==> src/rtl/rename_controller.sv <==
// rename_controller
//   Register-rename stage between fetch/microcode and issue. It decodes up to
//   two architectural destinations per microop, pops fresh physical registers
//   from a 32-entry circular free list, updates the RAT (arch regs 2..11), and
//   presents the renamed microop through a one-deep output register.
//
// Ports
//   clk, rst                       clock, synchronous active-high reset
//   in_valid/in_ready/in_microop   microop handshake from fetch/microcode
//   out_valid/out_ready            renamed-microop handshake to issue
//   out_microop                    registered copy of the accepted microop
//   out_dest_regs                  new physical destinations (slot 0 low)
//   out_old_regs                   previous aliases, freed later at retire
//   out_dest_valid                 per-slot allocation flag
//   rat_done/rat_aliases           RAT state for arch 2..11 (index arch-2)
//   wb_valid/wb_reg                writeback: mark physical reg ready
//   free_valid/free_reg            retire: return physical reg to free list
//
// Configuration
//   RENAME_WB_BYPASS_EN  when defined, rat_done also shows same-cycle
//                        writeback hits; otherwise they appear a cycle later.

`ifndef PR_ADDR_W
`define PR_ADDR_W 5
`endif

module rename_controller (
    input  logic                      clk,
    input  logic                      rst,
    input  logic                      in_valid,
    output logic                      in_ready,
    input  logic [23:0]               in_microop,
    output logic                      out_valid,
    input  logic                      out_ready,
    output logic [23:0]               out_microop,
    output logic [2*`PR_ADDR_W-1:0]   out_dest_regs,
    output logic [2*`PR_ADDR_W-1:0]   out_old_regs,
    output logic [1:0]                out_dest_valid,
    output logic [9:0]                rat_done,
    output logic [`PR_ADDR_W*10-1:0]  rat_aliases,
    input  logic                      wb_valid,
    input  logic [`PR_ADDR_W-1:0]     wb_reg,
    input  logic                      free_valid,
    input  logic [`PR_ADDR_W-1:0]     free_reg
);

    localparam int unsigned PW       = `PR_ADDR_W;
    localparam int unsigned FL_DEPTH = 32;
    localparam int unsigned RAT_N    = 10;

    typedef enum logic {OUT_EMPTY, OUT_FULL} out_state_t;

    // ---------------- decode ----------------
    logic [3:0] opcode, arch0, arch1;
    logic       has0, has1, alloc0, alloc1;
    logic [1:0] need;

    always_comb begin
        opcode = in_microop[23:20];
        arch0  = in_microop[15:12];
        arch1  = in_microop[19:16];
        has0   = (opcode <= 4'd12);
        has1   = (opcode <= 4'd11);
        // Only arch 2..11 have RAT entries; anything else is not renamed.
        alloc1 = has1 && (arch1 >= 4'd2) && (arch1 <= 4'd11);
        alloc0 = has0 && (arch0 >= 4'd2) && (arch0 <= 4'd11) &&
                 !(alloc1 && (arch0 == arch1));
        need   = {1'b0, alloc0} + {1'b0, alloc1};
    end

    // ---------------- state ----------------
    logic [PW-1:0] fl_mem [FL_DEPTH];
    logic [4:0]    fl_head, fl_tail;
    logic [5:0]    fl_count;

    logic [PW-1:0] alias_q [RAT_N];
    logic [9:0]    done_q;

    out_state_t    out_state, out_state_nxt;

    logic          xfer, push;
    logic [1:0]    pop_n;
    logic [PW-1:0] new0, new1, old0, old1;
    logic [9:0]    wb_hit;

    always_comb begin
        out_valid = (out_state == OUT_FULL);
        in_ready  = !rst && ({4'b0, need} <= fl_count) && (!out_valid || out_ready);
        xfer      = in_valid && in_ready;
        pop_n     = xfer ? need : 2'd0;
        // A push at full is dropped; registers 0/1 are never renamed targets.
        push      = free_valid && (free_reg >= PW'(2)) && (fl_count != 6'd32);
        // Slot 0 pops first, so slot 1 takes the next entry only if slot 0 popped.
        new0      = fl_mem[fl_head];
        new1      = alloc0 ? fl_mem[fl_head + 5'd1] : fl_mem[fl_head];
    end

    always_comb begin
        old0   = '0;
        old1   = '0;
        wb_hit = '0;
        for (int unsigned i = 0; i < RAT_N; i++) begin
            if (alloc0 && (arch0 == 4'(i + 2))) old0 = alias_q[i];
            if (alloc1 && (arch1 == 4'(i + 2))) old1 = alias_q[i];
            wb_hit[i] = !rst && wb_valid && (alias_q[i] == wb_reg);
        end
    end

    // ---------------- free list ----------------
    always_ff @(posedge clk) begin
        if (rst) begin
            // Entries 12..31 hold their own index, so head=12/tail=0 gives 12..31.
            for (int unsigned i = 0; i < FL_DEPTH; i++) fl_mem[i] <= PW'(i);
            fl_head  <= 5'd12;
            fl_tail  <= '0;
            fl_count <= 6'd20;
        end else begin
            if (push) begin
                fl_mem[fl_tail] <= free_reg;
                fl_tail         <= fl_tail + 5'd1;
            end
            fl_head  <= fl_head + {3'b0, pop_n};
            fl_count <= fl_count + {5'b0, push} - {4'b0, pop_n};
        end
    end

    // ---------------- RAT ----------------
    always_ff @(posedge clk) begin
        if (rst) begin
            for (int unsigned i = 0; i < RAT_N; i++) alias_q[i] <= PW'(i + 2);
            done_q <= '1;
        end else begin
            for (int unsigned i = 0; i < RAT_N; i++) begin
                if (wb_hit[i]) done_q[i] <= 1'b1;
                // Later assignments win: a rename overrides a same-cycle writeback.
                if (xfer && alloc0 && (arch0 == 4'(i + 2))) begin
                    alias_q[i] <= new0;
                    done_q[i]  <= 1'b0;
                end
                if (xfer && alloc1 && (arch1 == 4'(i + 2))) begin
                    alias_q[i] <= new1;
                    done_q[i]  <= 1'b0;
                end
            end
        end
    end

    always_comb begin
        rat_aliases = '0;
        for (int unsigned i = 0; i < RAT_N; i++) rat_aliases[i*PW +: PW] = alias_q[i];
`ifdef RENAME_WB_BYPASS_EN
        rat_done = done_q | wb_hit;
`else
        rat_done = done_q;
`endif
    end

    // ---------------- output register ----------------
    always_ff @(posedge clk) begin
        if (rst) out_state <= OUT_EMPTY;
        else     out_state <= out_state_nxt;
    end

    always_comb begin
        out_state_nxt = out_state;
        if (xfer)
            out_state_nxt = OUT_FULL;
        else if ((out_state == OUT_FULL) && out_ready)
            out_state_nxt = OUT_EMPTY;
    end

    always_ff @(posedge clk) begin
        if (rst) begin
            out_microop    <= '0;
            out_dest_regs  <= '0;
            out_old_regs   <= '0;
            out_dest_valid <= '0;
        end else if (xfer) begin
            out_microop    <= in_microop;
            out_dest_regs  <= {alloc1 ? new1 : PW'(0), alloc0 ? new0 : PW'(0)};
            out_old_regs   <= {old1, old0};
            out_dest_valid <= {alloc1, alloc0};
        end
    end

endmodule
==> config.mk <==
export PLATFORM = sky130hd
export DESIGN_NAME = rename_controller
export DESIGN_NICKNAME = d
export VERILOG_FILES = /design/src/rtl/rename_controller.sv
export SDC_FILE = /design/constraint.sdc
export NUM_CORES = 1
export LEC_CHECK = 0
export CORE_MARGIN = 2
export CORE_UTILIZATION = 50
export DETAILED_ROUTE_END_ITERATION = 10
export PLACE_DENSITY = 0.68
export SLEW_MARGIN = 10
export SYNTH_ARGS = -nofsm -noshare
export SYNTH_HDL_FRONTEND = slang
export SYNTH_SLANG_ARGS = --single-unit
==> constraint.sdc <==
create_clock -name clk -period 7.1 [get_ports clk]
set_input_delay 1.065 -clock clk [delete_from_list [all_inputs] [get_ports clk]]
set_output_delay 1.065 -clock clk [all_outputs]
set_load 0.03 [all_outputs]
==> Word-level counts from Yosys, hierarchy flattened <==
Memory sizes are Yosys's and may differ from the RTL's. A register that Yosys moved wholly into a read port is not among the register bits.
Index checks and enable logic that the tools add are counted.
{ "word_totals": {"mem_bits_rw": 210, "wordCells": 312, "memories": 2, "out_inout_bits": 108, "input_bits": 40, "register_bits": 73} }
{ "classes": {"bitwise_logic": 20, "order_cmp": 8, "eq_ne": 32, "muxes": 145, "n_reduce_logical": 81, "addsub": 6} }
{ "memory_table": {"columns": ["memory", "depth", "word_bits", "rd", "rd_ports_with_merged_regs", "wr", "line_no", "source"], "rows": [
  ["fl_mem", 32, 5, 2, 1, 32, "72", "logic [PW-1:0] fl_mem [FL_DEPTH];"],
  ["alias_q", 10, 5, 10, 0, 10, "76", "logic [PW-1:0] alias_q [RAT_N];"]
]} }
{ "ops": {"columns": ["op", "count"], "rows": [
  ["5-bit 2-to-1 mux", 46],
  ["1-bit 2-to-1 mux", 98],
  ["1-bit logical AND", 65],
  ["5-bit equality test", 10],
  ["4-bit by 3-bit equality test with 1-bit output, second input constant", 8],
  ["4-bit equality test, second input constant", 8],
  ["3-bit nonzero test", 10],
  ["1-bit bitwise OR", 20],
  ["4-bit by 2-bit equality test with 1-bit output, second input constant", 4],
  ["4-bit <= comparator, second input constant", 4],
  ["5-bit by 1-bit adder with 5-bit output, second input constant", 2],
  ["4-bit by 2-bit greater-or-equal comparator with 1-bit output, second input constant", 2],
  ["6-bit by 1-bit adder with 6-bit output", 1],
  ["2-bit by 6-bit <= comparator with 1-bit output", 1],
  ["6-bit != test, second input constant", 1],
  ["6-bit by 2-bit subtractor with 6-bit output", 1],
  ["5-bit by 2-bit adder with 5-bit output", 1],
  ["5-bit by 2-bit greater-or-equal comparator with 1-bit output, second input constant", 1],
  ["5-bit OR reduction", 1],
  ["4-bit equality test", 1],
  ["1-bit zero test", 3],
  ["1-bit by 1-bit adder with 2-bit output", 1],
  ["2-bit 2-to-1 mux", 1],
  ["2-bit nonzero test", 1],
  ["1-bit logical OR", 1]
]} }

==> Depth between registers and ports, before layout <==
Gate-level depths: netlist (run 1).
{ "depth": {"ltp_word": 18, "ltp_mapped": 26, "depth_no_buf": 21} }

==> Worst setup path after synthesis (run 1) <==
OpenSTA, ideal clock, no wires.
{ "synth_path": {"path_kind": "input to register", "startpoint": "in in_microop[22]", "endpoint": "reg fl_count[5]", "setup_slack_ns": 1.491, "arrival_time_ns": 5.481, "t_required_ns": 6.972, "stages": 24, "setup_ns": 0.128, "path_buffers": 5, "path_cell_list": "and2_1 buf_6 a211o_1 buf_6 o21a_1 nand2_1 inv_1 buf_2 ha_1 ha_1 nor2b_1 o2111a_1 nor2_1 buf_2 buf_2 nand2_1 ha_1 ha_1 a21o_1 a21oi_1 o21bai_1 a21oi_1 xnor2_1 nor2_1"} }
{ "synth_between": {"elab_chain_len": 13, "elab_cells_between_ends": 16, "classes_between": "add/sub: 2; order compare: 3; mux: 1; reduce/logical: 10"} }
{ "synth_rtl": {"columns": ["element", "line_no", "source"], "rows": [
  ["from (decl)", "32", "input logic [23:0] in_microop,"],
  ["4-bit <= comparator", "63", "has1 = (opcode <= 4'd11);"],
  ["1-bit logical AND (2 in series)", "65", "alloc1 = has1 && (arch1 >= 4'd2) && (arch1 <= 4'd11);"],
  ["1-bit logical AND", "67", "!(alloc1 && (arch0 == arch1));"],
  ["1-bit zero test", "67", null],
  ["1-bit logical AND *", "66", "alloc0 = has0 && (arch0 >= 4'd2) && (arch0 <= 4'd11) &&"],
  ["net alloc0", "55", "logic has0, has1, alloc0, alloc1;"],
  ["1-bit by 1-bit adder with 2-bit output *", "68", "need = {1'b0, alloc0} + {1'b0, alloc1};"],
  ["2-bit by 6-bit <= comparator with 1-bit output", "88", "in_ready = !rst && ({4'b0, need} <= fl_count) && (!out_valid || out_ready);"],
  ["1-bit logical AND (2 in series)", "88", null],
  ["1-bit logical AND", "89", "xfer = in_valid && in_ready;"],
  ["2-bit 2-to-1 mux *", "90", "pop_n = xfer ? need : 2'd0;"],
  ["6-bit by 2-bit subtractor with 6-bit output *", "123", "fl_count <= fl_count + {5'b0, push} - {4'b0, pop_n};"],
  ["to (signal assigned)", "123", null],
  ["to (decl)", "74", "logic [5:0] fl_count;"]
]} }
Mark *: on every way through the listed nets, which the timed path passes. The rest lies on a longest branch.
A chain may end at the register's enable or synchronous reset.

==> Final worst setup path (run 1) <==
{ "layout_path": {"startpoint": "in in_microop[19]", "endpoint": "out in_ready"} }
{ "layout_between": {"elab_chain_len": 10, "elab_cells_between_ends": 12, "classes_between": "add/sub: 1; order compare: 3; eq/ne: 1; reduce/logical: 7"} }
{ "layout_rtl": {"columns": ["element", "line_no", "source"], "rows": [
  ["4-bit by 2-bit greater-or-equal comparator with 1-bit output", "65", null],
  ["1-bit logical AND (2 in series)", "65", null],
  ["1-bit logical AND", "67", null],
  ["1-bit zero test", "67", null],
  ["1-bit logical AND", "66", null],
  ["1-bit by 1-bit adder with 2-bit output *", "68", null],
  ["2-bit by 6-bit <= comparator with 1-bit output *", "88", null],
  ["1-bit logical AND * (2 in series)", "88", null],
  ["to (decl)", "31", "output logic in_ready,"]
]} }
Mark *: on every way between the ends. The rest lies on a longest branch, timed or not.

==> impl.org, run 1 <==
** Power
- Total Power :: 4.25 mW
- Worst IR Drop VDD :: 207 uV
- In this run the power density over the cells is 225 nW/um^2.
- In this run the static leakage power is 6.07 nW.

** Final layout
- Commonest non-fill, non-tap cells in the layout :: 210 x sky130_fd_sc_hd__edfxtp_1, 207 x sky130_fd_sc_hd__nand2_1, 146 x sky130_fd_sc_hd__clkdlybuf4s50_1
- Non-Filler Instances :: 2079
- The library cell used most frequently in the layout, excluding fill and tap cells, is sky130_fd_sc_hd__edfxtp_1.
- 0 antenna diodes ended up in the layout.
- At the end of the flow the core is filled with cells to 0.585.
- In the final layout, the share of cells above drive strength 1 is 0.114.
- For this run, the post-layout net count is 1675.
- Area growth from synthesis to final layout :: 15.6%

** Setup path
- Of all nets on the critical path, the largest fanout is 11.
- STA classifies the critical path startpoint as an input port.
- Tracing the worst setup path back leads to its startpoint at in_microop[19].
- At the worst endpoint, the required time is 6.03 ns.
- The worst register-to-register path begins at fl_head[0].
- Critical path capture point type :: primary output
- The critical path in this run is classified as input port to primary output.
- Data arrival time of the worst path :: 5.20 ns

** Global routing
- Antenna violations before repair :: 0
- Via count of the first global-routing pass :: 13.0k
- The first global-routing pass estimated 82.6 mm of wire.
- For this run the aggregate overflow at the end of global routing stands at 0.
- Gr usage total :: 0.327
- Entering global routing, the biggest net connects 63 pins.

** Timing
- On the final layout, the worst clock skew is 0.0280 ns.
- Static timing analysis puts the maximum clock frequency at 160 MHz.
- The number of pins exceeding their max-slew limit in the final report is 0.
- At the pin with the least slew margin, the transition time is 1.21 ns.
- Final Critical Period :: 6.27 ns
- The final hold violation count is 0.
- Remaining max-slew budget at the tightest pin :: 0.193
- Setup repair after global routing missed its margin :: false
- The tightest hold path in the finished design has a slack of 0.454 ns.
- Total Negative Setup Slacks :: 0 ns
- Dividing the final minimum period by the clock period gives 0.883.
- Setup violations remaining at the end of the flow were counted as 0.

** Yosys
- Dividing the synthesized area by the synthesized cell count gives 10.6 um^2.
- Cells after synthesis :: 1540
- Part of the Yosys area used for sequential elements :: 0.474
- Post-synth top area cell :: sky130_fd_sc_hd__edfxtp_1
- EDFF count, synth :: 210
- Counting flops and latches in the post-synthesis netlist gives 283.
- Counting distinct cell types in the post-synthesis netlist gives 89.
- In the synthesized netlist the async set-or-reset flop fraction comes to 0.
- Of the post-synthesis cell area, the dominant cell type holds 0.385.
- Counting every net in the synthesized netlist gives 1602.
- Synthesis warning total :: 0
- Synth Flop Type :: sky130_fd_sc_hd__edfxtp_1
- Sorting the synthesized cells by area gives the leading types as sky130_fd_sc_hd__edfxtp_1 39%, sky130_fd_sc_hd__dfxtp_1 8.9%, sky130_fd_sc_hd__mux4_2 7.8%, sky130_fd_sc_hd__nand2_1 4.8%, sky130_fd_sc_hd__nand3_1 2.9%.
- Netlist Area Pre-Place :: 16400 um^2

** Clocking
- Once the clock tree was built, the setup fixing pass inserted 0 buffers.
- Clock tree synthesis inserted a total of 30 buffers.
- Post-CTS resize count :: 0
- Clock sinks :: 283
- The root buffer cell chosen for the clock tree is sky130_fd_sc_hd__clkbuf_16.
- TritonCTS built the clock tree.
- Insertion delay to the later sink of the worst-skew pair :: 0.58 ns
- In this run, post-CTS hold repair placed 0 buffers.
- CTS Buffer Depth :: 3
- Clk pin slew, worst setup/hold paths :: 0.06 ns
- Number of H-tree branching levels :: 1

** Drt
- Average via count per standard cell :: 6.54
- The first routing iteration left 1643 violations.
- The count of nets left with antenna violations once routing finished came out at 0.
- The first TritonRoute pass finished after 5 iterations.
- Average detailed-routed wire length per instance :: 26.8 um
- Vias after detailed routing :: 13.6k
- Detailed-route DRC error count :: 0
- Final wirelength :: 55.7 mm

** Die
- Area inside the core boundary :: 32400 um^2
- Floorplan die height :: 185 um
- The die covers 34200 um^2.
- I/O pin cnt :: 148
- The die is 185 um wide.
- Number of core rows :: 66
- For this configuration, the core starts out at a cell density of 0.506.

** Run status
- The run finished with clean final reports.

** Hold path
- The tightest min-delay check is of the register to register type.
- Start point of the worst hold path :: out_dest_valid[0]

** Job
- Number of violations of the max-capacitance limit :: 0

** Placement
- Including well taps, the total number of placed cells is 2023.
- Number of port buffers :: 147
- Routability-driven placement finished with a final weighted congestion of 1.00.
- Detail Placement HPWL :: 39.8 mm
-- sequential cells by signal, summed over array words and instances, names as in the netlist, 5 cells and up --
register / flops
fl_mem: 160
alias_q: 50
out_microop: 24
out_dest_regs: 10
out_old_regs: 10
rat_done: 10
fl_count: 6
fl_head: 5
fl_tail: 5
-- per-layer routing --
metal / up-vias / wire length [um] / GRT usage
met5: - / 0 / 0
met4: 0 / 3520 / 0.182
met3: 187 / 4790 / 0.0456
met2: 833 / 26300 / 0.538
met1: 6601 / 21100 / 0.417
li1: 5969 / - / -
-- synthesized netlist by cell type (9+ instances only) --
cell	n
sky130_fd_sc_hd__o22ai_1	17
sky130_fd_sc_hd__dfxtp_1	73
sky130_fd_sc_hd__nand3_1	95
sky130_fd_sc_hd__buf_6	10
sky130_fd_sc_hd__a22o_1	10
sky130_fd_sc_hd__ha_1	20
sky130_fd_sc_hd__or2_2	9
sky130_fd_sc_hd__xor2_1	39
sky130_fd_sc_hd__nor2_1	94
sky130_fd_sc_hd__nor2b_1	15
sky130_fd_sc_hd__mux4_1	9
sky130_fd_sc_hd__a22oi_1	34
sky130_fd_sc_hd__and3_1	14
sky130_fd_sc_hd__buf_1	10
sky130_fd_sc_hd__nand2_1	208
sky130_fd_sc_hd__buf_2	26
sky130_fd_sc_hd__o21ai_0	58
sky130_fd_sc_hd__nor3_1	70
sky130_fd_sc_hd__edfxtp_1	210
sky130_fd_sc_hd__mux2i_1	45
sky130_fd_sc_hd__inv_1	31
sky130_fd_sc_hd__xnor2_1	15
sky130_fd_sc_hd__mux4_2	57
sky130_fd_sc_hd__nand2b_1	12
sky130_fd_sc_hd__clkbuf_1	75
sky130_fd_sc_hd__a32oi_1	11
sky130_fd_sc_hd__nor4_1	14
sky130_fd_sc_hd__a21oi_1	64
sky130_fd_sc_hd__nand4_1	14
sky130_fd_sc_hd__o211ai_1	25
sky130_fd_sc_hd__or3_1	9
-- cell families after synthesis --
group,after synthesis,synth area share
and+or+nand+nor,592,0.174
AOI/OAI and AO/OA,303,0.130
DFF,283,0.474
buffers and inverters,168,0.0500
muxes,116,0.124
xor gates and xnor gates,56,0.0309
adders and majority gates,22,0.0177
-- worst max-delay path, cell delays in order --
cell and delay (ns):
sky130_fd_sc_hd__clkdlybuf4s50_1 0.75, sky130_fd_sc_hd__xnor2_1 0.18, sky130_fd_sc_hd__nand4_1 0.37, sky130_fd_sc_hd__o21a_1 0.46, sky130_fd_sc_hd__nand2_1 0.15, sky130_fd_sc_hd__inv_1 0.06, sky130_fd_sc_hd__ha_1 0.22, sky130_fd_sc_hd__ha_1 0.29
sky130_fd_sc_hd__nor2b_1 0.15, sky130_fd_sc_hd__o2111ai_1 0.47, sky130_fd_sc_hd__and3_1 0.31, sky130_fd_sc_hd__clkdlybuf4s50_1 0.70
-- metrics by stage --
step | area, um^2 | setup slack (ns)
final | 18900 | 0.831
after global routing | 18900 | 0.733
after CTS | 18900 | 0.941
after detailed placement | 17900 | 0.945
after global placement | 17900 | 1.04
after floorplan | 16400 | 1.49
-- power breakdown --
group / internal [mW] / switching (mW)
Combinational: 0.282 / 0.462
Sequential: 1.83 / 0.0656
Clock: 0.925 / 0.684
-- layout make-up --
cell class,instances,area (um^2)
fillers,2810,13400
multi-input cells,1089,7800
flip-flops and latches,283,7770
repair buffers,174,1670
clock buffers,41,906
well taps,442,553
inverters,35,131
clock inverters,15,101
-- worst paths after layout --
path                            end  slack [ns]  cells past startpoint
setup / recovery           in_ready        0.83                     12
hold / removal    out_dest_valid[0]        0.45                      2
setup reg to reg      alias_q[9][2]        2.66                      7
hold reg to reg   out_dest_valid[0]        0.45                      2
(Power assumes the default switching activity.)
==> run 2: changes to the inputs <==
--- a/config.mk
+++ b/config.mk
@@ -6,10 +6,11 @@
 export NUM_CORES = 1
 export LEC_CHECK = 0
 export CORE_MARGIN = 2
-export CORE_UTILIZATION = 50
+export CORE_UTILIZATION = 59
 export DETAILED_ROUTE_END_ITERATION = 10
-export PLACE_DENSITY = 0.68
+export PLACE_DENSITY = 0.78
 export SLEW_MARGIN = 10
 export SYNTH_ARGS = -nofsm -noshare
 export SYNTH_HDL_FRONTEND = slang
 export SYNTH_SLANG_ARGS = --single-unit
+export TNS_END_PERCENT = 20
==> run 2 against run 1 <==
  * Worst hold slack about the same
  * Largest power group unchanged
  * Highest routed layer unchanged
  * Setup slack gained 0.23 ns
  * Combinational power about the same
  * Global-route usage increased by 4.9 points
  * Sequential power barely moved
  * Routed wire length decreased by 2.4%
  * Critical endpoint unchanged
==> impl.org, run 2 (synthesis results as in run 1) <==
** Placement
- The pre-CTS setup slack came to 1.13 ns (+0.187 ns).
- Number of port buffers :: 147 (unchanged)
- Cells after DPL :: 1952 (-3.5%)
- Gp weighted congestion :: 1.01 (+0.52%)
- Detail Placement HPWL :: 38.5 mm (-3.3%)

** Setup path
- Biggest cell delay along the critical path :: 0.69 ns (-0.06 ns)
- Number of logic stages on the critical path including buffering :: 13 (+1)
- Kind of launch point of the worst setup path :: input port
- Among all stages on the critical path, the largest delay is contributed by sky130_fd_sc_hd__clkdlybuf4s50_1.
- The worst setup path is of the input port to primary output kind.
- Number of cell instances on the worst register-to-register path :: 7 (unchanged)
- The total buffers and inverters traversed by the critical path is 4 (+1).
- Data arrival time of the worst path :: 4.97 ns (-0.23 ns)
- Data required, critical path :: 6.03 ns (about the same)
- The signal on the critical path passes through clkdlybuf4s50_1 -> and2_1 -> a211o_1 -> o21a_1 -> nand2_1 -> inv_1 -> ha_1 -> ha_1 -> nor2b_1 -> o2111ai_1 -> buf_4 -> and3_1 -> clkdlybuf4s50_1.
- Broken down by cell family, the worst path's largest delay share belongs to buffers and inverters.
- CP max FO :: 11 (unchanged)
- The worst setup path is captured at a primary output.

** Timing
- The final critical-path setup slack is 1.06 ns (+0.232 ns).
- Final Max Tran Viols :: 0 (unchanged)
- Final Cycle Share :: 0.850 (-0.0327)
- Setup repair after global routing missed its margin :: false
- The transition time of the tightest slew-check pin came to 1.27 ns (+0.0648 ns).
- Remaining max-slew budget at the tightest pin :: 0.150 (-0.0432)
- The final setup violation count is 0 (unchanged).
- Worst clock skew :: 0.0107 ns (-0.0174 ns)
- The clock period minus worst slack was 6.04 ns (-0.232 ns).
- Final hold vios :: 0 (unchanged)
- Total Negative Setup Slacks :: 0 ns (unchanged)
- Achievable frequency :: 166 MHz (+3.9%)

** Drt
- Final wirelength :: 54.4 mm (-2.4%)
- The via-per-instance ratio was 6.89 (+5.5%).
- The total vias in the final route is 13.9k (+2.0%).
- The count of unresolved DRC violations after routing was 0 (unchanged).
- The iteration-0 DRC count of the detailed router was 1851 (+13%).
- ANT nets after route :: 0 (unchanged)
- Average detailed-routed wire length per instance :: 27.1 um (+0.98%)
- Number of detailed-routing iterations run before antenna repair :: 7 (+2)

** Power
- The leakage power total is 6.08 nW (+0.21%).
- The peak supply drop came to 188 uV (-8.9%).
- Total Power :: 4.35 mW (+2.4%)
- The power per standard cell area was 230 nW/um^2 (+2.4%).

** Global routing
- The initial antenna violation count was 0 (unchanged).
- The first-pass GRT wire length was 81.9 mm (-0.88%).
- The global-route usage over all layers came to 0.376 (+0.0490).
- The maximum number of pins on one net before global-route repair came to 61 (-3.2%).
- The total global routing overflow came to 0 (unchanged).
- The via count of the first global-routing pass came to 13.3k (+2.1%).

** Clocking
- Insertion delay to the later sink of the worst-skew pair :: 0.57 ns (about the same)
- The root buffer cell chosen for the clock tree is sky130_fd_sc_hd__clkbuf_16.
- TritonCTS built the clock tree.
- Buffers inserted by post-CTS timing repair :: 0 (unchanged)
- The total CTS buffers is 31 (+3.3%).
- Post-CTS resize count :: 0 (unchanged)
- The clock input transition at the sequential cells of the worst setup and hold paths came to 0.06 ns (about the same).
- Number of H-tree branching levels :: 1 (unchanged)
- The quantity of hold-fixing buffers added after cts was 0 (unchanged).
- Clock sinks :: 283 (unchanged)
- CTS Buffer Depth :: 3 (unchanged)

** Final layout
- Most common library cell in the layout ignoring fill and taps :: sky130_fd_sc_hd__edfxtp_1
- Fraction of final layout cells with drive strength greater than 1 :: 0.118 (+0.00359)
- More flip-flops sit in one register than any other, and that register is fl_mem.
- Antenna diode count :: 0 (unchanged)
- The final cell count without fillers came to 2010 (-3.3%).
- The largest registers in the layout are fl_mem: 160 flops, alias_q: 50 flops, out_microop: 24 flops.
- The area growth from synthesis to final layout is 15.6% (about the same).
- In the layout the commonest cells are 210 x sky130_fd_sc_hd__edfxtp_1, 207 x sky130_fd_sc_hd__nand2_1, 146 x sky130_fd_sc_hd__clkdlybuf4s50_1.
- The number of nets in the final layout came to 1675 (unchanged).
- The flip-flop count of the largest register after layout is 160 (unchanged).

** Die
- The area enclosed by the die boundary was 29100 um^2 (-15%).
- Area inside the core boundary :: 27100 um^2 (-16%)
- I/O pin cnt :: 148 (unchanged)
- The chip width is 171 um (-7.8%).
- The vertical die dimension was 171 um (-7.8%).
- Number of core rows :: 60 (-9.1%)
- Initial core utilization :: 0.604 (+0.0984)

** Hold path
- The min-delay analysis places its worst path in the category register to register.
- The depth of the worst hold-timing path came to 2 (unchanged).

** Job
- Number of violations of the max-capacitance limit :: 0 (unchanged)

** Run status
- The flow ran to the end, and the final reports show no timing, DRC or antenna violations.
[run 2: report_power, final]
part | switching [mW] | internal, mW
sequential | 0.0615 | 1.83
combinational | 0.460 | 0.281
clock | 0.696 | 1.02
total | 1.22 | 3.14
[run 2: cell type report]
class | count | area, um^2
clock buffer | 31 | 776
clock inverter | 27 | 319
fill | 1950 | 8180
inverter | 35 | 131
multi-input combinational | 1089 | 7800
sequential | 283 | 7770
tap | 372 | 465
timing repair buffer | 173 | 1660
[run 2: layer usage]
layer | up-vias | track usage | wire (um)
met3 | 234 | 0.0729 | 5850
met5 | - | 0 | 0
met4 | 0 | 0.232 | 3990
met1 | 6692 | 0.468 | 18900
li1 | 5968 | - | -
met2 | 963 | 0.608 | 25700
[run 2: stage by stage]
stage / utilization / hold WS, ns / instance area, um^2
2_1_floorplan: - / 0.482 / 16400
3_3_place_gp: 0.658 / 0.442 / 17800
3_5_place_dp: 0.658 / 0.447 / 17800
4_1_cts: 0.698 / 0.455 / 18900
5_1_grt: 0.698 / 0.470 / 18900
6_report: 0.698 / 0.454 / 18900
[run 2: worst register-to-register path: stages (launching register included)]
cell and delay (ns):
sky130_fd_sc_hd__dfxtp_4 0.78, sky130_fd_sc_hd__ha_2 0.88, sky130_fd_sc_hd__buf_4 0.48, sky130_fd_sc_hd__mux4_2 0.58, sky130_fd_sc_hd__mux2i_1 0.32, sky130_fd_sc_hd__a32oi_1 0.21, sky130_fd_sc_hd__nand2_1 0.53, sky130_fd_sc_hd__o211ai_1 0.20
[run 2: path summary, 6_finish.rpt]
kind	end	start	slack (ns)
worst max-delay path	in_ready	in_microop[23]	1.06
worst min-delay path	out_microop[19]	out_microop[19]	0.45
worst max register to register	alias_q[4][2]	fl_head[0]	2.82
worst min register to register	out_microop[19]	out_microop[19]	0.45
